<file path="config.mk">
export PLATFORM = sky130hd
export DESIGN_NAME = estacao_reserva_mem
export DESIGN_NICKNAME = d
export VERILOG_FILES = /design/src/rtl/estacao_reserva_mem.sv
export SDC_FILE = /design/constraint.sdc
export NUM_CORES = 1
export LEC_CHECK = 0
export ABC_AREA = 1
export CORE_MARGIN = 2
export CORE_UTILIZATION = 45
export CTS_BUF_LIST = sky130_fd_sc_hd__clkbuf_8
export DETAILED_ROUTE_END_ITERATION = 8
export PLACE_DENSITY = 0.62
export SLEW_MARGIN = 20
export SYNTH_ARGS = -nofsm -noshare
export SYNTH_HDL_FRONTEND = slang
export SYNTH_SLANG_ARGS = --single-unit
</file>
<file path="constraint.sdc">
create_clock -name Clock -period 4 [get_ports Clock]
set_clock_uncertainty 0.15 [all_clocks]
set_input_delay 1 -clock Clock [delete_from_list [all_inputs] [get_ports Clock]]
set_output_delay 1 -clock Clock [all_outputs]
set_load 0.02 [all_outputs]
</file>
<file path="src/rtl/estacao_reserva_mem.sv">
// In-order reservation station for the load/store unit: DEPTH-entry ring buffer, CDB snoop, head-only dispatch.
// Optional RS_MEM_CDB_BYPASS_EN: issuing ops capture a same-cycle CDB broadcast instead of stalling issue.
module estacao_reserva_mem #(
    parameter int DEPTH = 4,
    parameter int TAG_W = 3
) (
    input  logic                     Clock,
    input  logic                     Reset,
    input  logic                     Issue_valid,
    output logic                     Issue_ready,
    input  logic [2:0]               Issue_op,
    input  logic [15:0]              Issue_Vj,
    input  logic [15:0]              Issue_Vk,
    input  logic [TAG_W-1:0]         Issue_Qj,
    input  logic [TAG_W-1:0]         Issue_Qk,
    input  logic [TAG_W-1:0]         Issue_dest,
    input  logic                     CDB_valid,
    input  logic [TAG_W-1:0]         CDB_tag,
    input  logic [15:0]              CDB_data,
    input  logic                     Busy,
    input  logic                     Done,
    output logic                     Ready_to_uf,
    output logic [15:0]              A,
    output logic [15:0]              B,
    output logic [2:0]               Ufop,
    output logic [TAG_W-1:0]         Uf_tag,
    output logic                     Clear,
    output logic [$clog2(DEPTH):0]   Count
);
    localparam int PW = $clog2(DEPTH);

    typedef struct packed {
        logic             busy;
        logic [2:0]       op;
        logic [15:0]      vj;
        logic [15:0]      vk;
        logic [TAG_W-1:0] qj;
        logic [TAG_W-1:0] qk;
        logic [TAG_W-1:0] dest;
    } rs_entry_t;

    typedef enum logic [1:0] {IDLE, EXEC, CLR} state_t;

    rs_entry_t        ent [DEPTH];
    logic [PW-1:0]    head, tail;
    state_t           state, state_nxt;
    logic             alloc, free, head_rdy;
    logic [15:0]      iss_vj, iss_vk;
    logic [TAG_W-1:0] iss_qj, iss_qk;

`ifdef RS_MEM_CDB_BYPASS_EN
    assign Issue_ready = Count < (PW+1)'(DEPTH);
`else
    // Stalling issue during a broadcast guarantees no tag is resolved while an op is in transit.
    assign Issue_ready = (Count < (PW+1)'(DEPTH)) && !CDB_valid;
`endif

    assign alloc    = Issue_valid && Issue_ready && (Issue_op == 3'd4 || Issue_op == 3'd5);
    assign free     = (state == CLR);
    assign head_rdy = ent[head].busy && (ent[head].qj == '0) && (ent[head].qk == '0) && !Busy;

    always_comb begin
        iss_vj = Issue_Vj;
        iss_vk = Issue_Vk;
        iss_qj = Issue_Qj;
        iss_qk = Issue_Qk;
`ifdef RS_MEM_CDB_BYPASS_EN
        if (CDB_valid && Issue_Qj != '0 && Issue_Qj == CDB_tag) begin
            iss_vj = CDB_data;
            iss_qj = '0;
        end
        if (CDB_valid && Issue_Qk != '0 && Issue_Qk == CDB_tag) begin
            iss_vk = CDB_data;
            iss_qk = '0;
        end
`endif
    end

    always_comb begin
        state_nxt = state;
        case (state)
            IDLE:    if (head_rdy) state_nxt = EXEC;
            EXEC:    if (Done)     state_nxt = CLR;
            CLR:                   state_nxt = IDLE;
            default:               state_nxt = IDLE;
        endcase
    end

    always_ff @(posedge Clock) begin
        if (Reset) begin
            for (int i = 0; i < DEPTH; i++) ent[i] <= '0;
            head  <= '0;
            tail  <= '0;
            Count <= '0;
        end else begin
            for (int i = 0; i < DEPTH; i++) begin
                if (ent[i].busy && CDB_valid && ent[i].qj != '0 && ent[i].qj == CDB_tag) begin
                    ent[i].vj <= CDB_data;
                    ent[i].qj <= '0;
                end
                if (ent[i].busy && CDB_valid && ent[i].qk != '0 && ent[i].qk == CDB_tag) begin
                    ent[i].vk <= CDB_data;
                    ent[i].qk <= '0;
                end
            end
            // Tail slot is never busy while Count < DEPTH, so this cannot clobber a live entry.
            if (alloc) begin
                ent[tail] <= '{busy: 1'b1, op: Issue_op, vj: iss_vj, vk: iss_vk,
                               qj: iss_qj, qk: iss_qk, dest: Issue_dest};
                tail      <= tail + 1'b1;
            end
            if (free) begin
                ent[head].busy <= 1'b0;
                head           <= head + 1'b1;
            end
            case ({alloc, free})
                2'b10:   Count <= Count + 1'b1;
                2'b01:   Count <= Count - 1'b1;
                default: Count <= Count;
            endcase
        end
    end

    always_ff @(posedge Clock) begin
        if (Reset) begin
            state       <= IDLE;
            Ready_to_uf <= 1'b0;
            Clear       <= 1'b0;
            A           <= '0;
            B           <= '0;
            Ufop        <= '0;
            Uf_tag      <= '0;
        end else begin
            state <= state_nxt;
            if (state == IDLE && state_nxt == EXEC) begin
                A           <= ent[head].vj;
                B           <= ent[head].vk;
                Ufop        <= ent[head].op;
                Uf_tag      <= ent[head].dest;
                Ready_to_uf <= 1'b1;
            end else if (state == EXEC && Done) begin
                Ready_to_uf <= 1'b0;
                Clear       <= 1'b1;
            end else if (state == CLR) begin
                Clear <= 1'b0;
            end
        end
    end
endmodule

</file>
# ---- Word level (Yosys, flattened, before mapping)
# Memories as Yosys holds them, arrays and structs flattened. A register that Yosys moved wholly into a read port is not among the register bits.
# Index checks and enable logic that the tools add are counted.
dict set report word_totals {
  register_bits 49
  latch_bits 0
  ramBits 180
  romBits 0
  mem_count 1
}
dict set report classes {
  addsub 4
  n_mul 0
  n_div 0
  n_lt_le_gt_ge 1
  n_eq_ne 15
  shifts 0
  n_mux 61
  n_bitwise 17
  n_reduce_logical 47
}
# memory depth width read_ports rd_clocked_by_memory_dff wr line
set memory_table {}
lappend memory_table {ent 4 45 5 1 5 44} ;# rs_entry_t ent [DEPTH];
# operator count
set op_table {}
lappend op_table {{$mux 16} 8}
lappend op_table {{$mux 45} 1}
lappend op_table {{$reduce_or 45->1} 1}
lappend op_table {{$mux 1} 36}
lappend op_table {{$logic_and 1x1->1} 28}
lappend op_table {{$eq 3x3->1} 8}
lappend op_table {{$mux 3} 8}
lappend op_table {{$reduce_bool 3->1} 8}
lappend op_table {{$or 1x1->1} 16}
lappend op_table {{$mux 2} 5}
lappend op_table {{$eq 2x1->1 const B} 3}
lappend op_table {{$eq 3x3->1 const B} 2}
lappend op_table {{$logic_not 3->1} 2}
lappend op_table {{$pmux 3 s2} 1}
lappend op_table {{$reduce_bool 2->1} 3}
lappend op_table {{$mux 5} 1}
lappend op_table {{$add 2x1->2 const B} 2}
lappend op_table {{$eq 2x2->1 const B} 2}
lappend op_table {{$pmux 2 s2} 1}
lappend op_table {{$add 3x1->3 const B} 1}
lappend op_table {{$lt 3x3->1 const B} 1}
lappend op_table {{$sub 3x1->3 const B} 1}
lappend op_table {{$logic_not 1->1} 2}
lappend op_table {{$logic_not 2->1} 1}
lappend op_table {{other kinds (3)} 3}

# ---- Depth between registers and ports, before layout
dict set report depth {
  ltp_word 10
  ltp_mapped 12
  ltp_nobuf 10
}

# ---- Least setup slack after synthesis
# OpenSTA, ideal clock, no wires.
dict set report synth_path {
  path_kind {input port to flip-flop}
  start {input port CDB_valid}
  end {memory ent[3][10] in the netlist's numbering (enable)}
  arrival_time_ns 2.382
  required_time_ns 3.471
  setup_slack_ns 1.089
  path_stages 6
  path_buffers 1
  cell_sequence {nor2_2 nand4_4 inv_2 nand3_2 buf_2 nand3_1}
}
# element line
set synth_lines {}
lappend synth_lines {{start, declared} 17} ;# input logic CDB_valid,
lappend synth_lines {{end, declared} 44}

# ---- Worst setup path in the final report
dict set report layout_path {
  start {input port CDB_valid}
  end {output port Issue_ready}
}
dict set report layout_between {
  elab_chain_cells 2
}
# element line
set layout_lines {}
lappend layout_lines {{$logic_not 1->1} 55} ;# assign Issue_ready = (Count < (PW+1)'(DEPTH)) && !CDB_valid;
lappend layout_lines {{$logic_and 1x1->1} 55}
lappend layout_lines {{end, declared} 10} ;# output logic Issue_ready,
# No other way between the ends.

==> flow_metrics.py <==
metrics = {
    "die": {
        "die_w_um": 161,
        "die_area_um2": 26100,
        "io-pin-count": 113,
        "fp.dieH_um": 161,
        "row_count": 57,
        "core_um2": 24300,
        "start_util_pct": 45.9,
    },
    "logic_synthesis": {
        "ys_ff_latch": 231,
        "syn-instance-count": 1205,
        "synth_ff_type": "edfxtp_1",
        "yosys-top-cells-count": "181 x nor2_1, 176 x edfxtp_1, 173 x nand2_1",
        "synth_area_um2": 11200,
        "yosys_warnings": 0,
        "async_reset_ff_share_pct": 0,
        "synth_top_cell_by_area": "edfxtp_1",
        "synth_most_common_cell": "nor2_1",
        "seq_area_frac_synth_pct": 57.2,
        "synth_edf_count": 176,
        "syn_area_per_cell_um2": 9.26,
        "synthTopCellsByArea": "edfxtp_1 47%, dfxtp_1 9.9%, o22ai_1 6.4%",
        "yosysUniqueCellTypes": 37,
        "yosysTopAreaCellShare_pct": 47.4,
    },
    "cells_and_area": {
        "ff_latch_area_um2": 6390,
        "drive_gt1_share_pct": 9.38,
        "final_nets": 1393,
        "multi_input_area_um2": 3840,
        "final_util_pct": 54.5,
        "fillerInstances": 2232,
        "diodes": 0,
        "areaGrowthSynthToFinish_pct": 18.8,
        "final_area_um2": 13300,
    },
    "pwr": {
        "leakagePower_nw": 5.36,
        "ir_drop_mv": 0.254,
        "power_density_nw_per_um2": 373,
        "power_mw": 4.94,
    },
    "grt": {
        "gr-usage-all-layers_pct": 24.1,
        "grt_pass1_vias": 8611,
        "grt_start_max_net_pins": 77,
        "antenna_found_initial": 0,
        "gr-total-overflow": 0,
        "grt_pass1_wl_um": 48000,
    },
    "cts": {
        "cts_tree": "done",
        "path_clk_slew_ps": 50,
        "postCtsSetupBuffers": 0,
        "clockBufferDepth": 3,
        "clk_latency_ps": 550,
        "holdBufCountCts": 0,
        "numCtsBuffers": 41,
        "cts_sinks": 231,
        "cts-root-buf": "clkbuf_8",
        "htree_levels": 2,
        "cts-resized-gates": 0,
    },
    "timing": {
        "tns_ps": 0,
        "tightest_slew_ps": 1010,
        "grt_setup_unrepaired": "false",
        "final_max_slew_viol_count": 0,
        "max_slew_margin_pct": 32.9,
        "setup_violations": 0,
        "worst_slack_ps": 504,
        "fmax_mhz": 286,
        "period_share_pct": 87.4,
        "hold_viol": 0,
        "fin_crit_ps": 3500,
    },
    "detailed_routing": {
        "drt-initial-drc-count": 797,
        "routed_wl_um": 31300,
        "wl_per_cell_um": 18.8,
        "vias": 9081,
        "antenna_left": 0,
        "routed_via_density": 5.44,
        "drc": 0,
        "dr.pass1.iters": 5,
    },
    "setup_path": {
        "cpLargestDelayFamily": "buffers and inverters",
        "cp.arrival_ps": 2350,
        "crit_top_cell": "clkdlybuf4s50_1",
        "cp-end-kind": "output pin",
        "critPathKind": "input pin to output pin",
        "crit_fanout": 5,
        "ff2ff_setup_slack_ps": 1380,
        "crit_chain": "clkdlybuf4s50_1, nor2_2, clkdlybuf4s50_1",
        "cp_data_required_time_ps": 2850,
        "worst-path-buf-inv": 2,
        "cpPeakStageDelay_ps": 630,
        "slowest_stage": "clkdlybuf4s50_1",
        "startpoint_type": "input pin",
    },
    "run_status": {
        "outcome": "finished clean",
    },
    "placement": {
        "placed_area_um2": 12600,
        "post-place-ws_ps": 514,
        "dp_hpwl_um": 20000,
        "port_buffers": 112,
        "place_congestion": 0.895,
    },
    "hold_path": {
        "hold_class": "register to register",
    },
    "run": {
        "max_cap_violations": 0,
    },
}
[final cells by class]
| class | count | area share [%] |
|---|---|---|
| clock buffer | 43 | 4.46 |
| clock inverter | 30 | 0.896 |
| inverter | 138 | 3.91 |
| sequential | 231 | 48.2 |
| multi-input combinational | 761 | 29.0 |
| timing repair buffer | 141 | 10.6 |
| tap | 324 | 3.06 |
[placed cells by master, fill, tap and decap left out, drive strengths merged, types with 4 or more instances in the layout]
cell and instances:
nor2 185, nand2 180, edfxtp 176, inv 156, o22ai 126, o21ai 113
clkdlybuf4s50 112, a21oi 60, nand3 59, dfxtp 55, clkbuf 43, buf 29
clkinv 11, ha 9, nor3 7, xor2 5, a22oi 4, conb 4
[routing by layer]
metal / vias to the layer above / global-route usage, % / routed length, µm
li1: 4357 / - / -
met1: 4263 / 31.7 / 12900
met2: 413 / 40.8 / 15100
met3: 48 / 3.83 / 2520
met4: 0 / 7.79 / 755
met5: - / 0 / 0
[sequential cells by signal, indices dropped and copies added (netlist names), 2 cells and up, named ones only]
signal	cells
Uf_tag	3
tail	2
state	2
Count	3
ent	180
A	16
B	16
Ufop	3
head	2
[worst register-to-register path: stages (launching register included)]
cell and delay (ps):
edfxtp_1 400, nor2_1 200, nand3_1 110, nand2_1 70, nand3_1 100, nand2_2 730
buf_4 480, nand3_1 140, nand2_1 90, nor2_1 40
[worst paths after layout]
kind | startpoint | endpoint | depth (start not counted)
worst max-delay path | CDB_valid | Issue_ready | 3
worst min-delay path | Ready_to_uf | Ready_to_uf | 2
worst max register to register | ent[2][6] | Uf_tag[2] | 9
worst min register to register | Ready_to_uf | Ready_to_uf | 2
[cells by family after synthesis]
group / synth area share, %
XOR/XNOR: 0.549
AND/OR/NAND/NOR: 16.7
other: 0.0336
adder cells (fa/ha/maj): 1.19
AO/OA/AOI/OAI: 15.8
flip-flops: 57.2
buffers and inverters: 8.52
[report_power, final]
group | switching, mW | leakage, nW | internal (mW)
registers | 0.0219 | 2.26 | 2.65
logic | 0.219 | 2.67 | 0.128
clock network | 0.941 | 0.427 | 0.987
total | 1.18 | 5.36 | 3.76
[through the flow]
step                std cells  hold slack (ps)
finish                   1668              316
global route             1668              326
CTS                      1668              317
detailed placement       1595              308
global placement         1595              308
floorplan                1208              312
(Power assumes the default switching activity.)
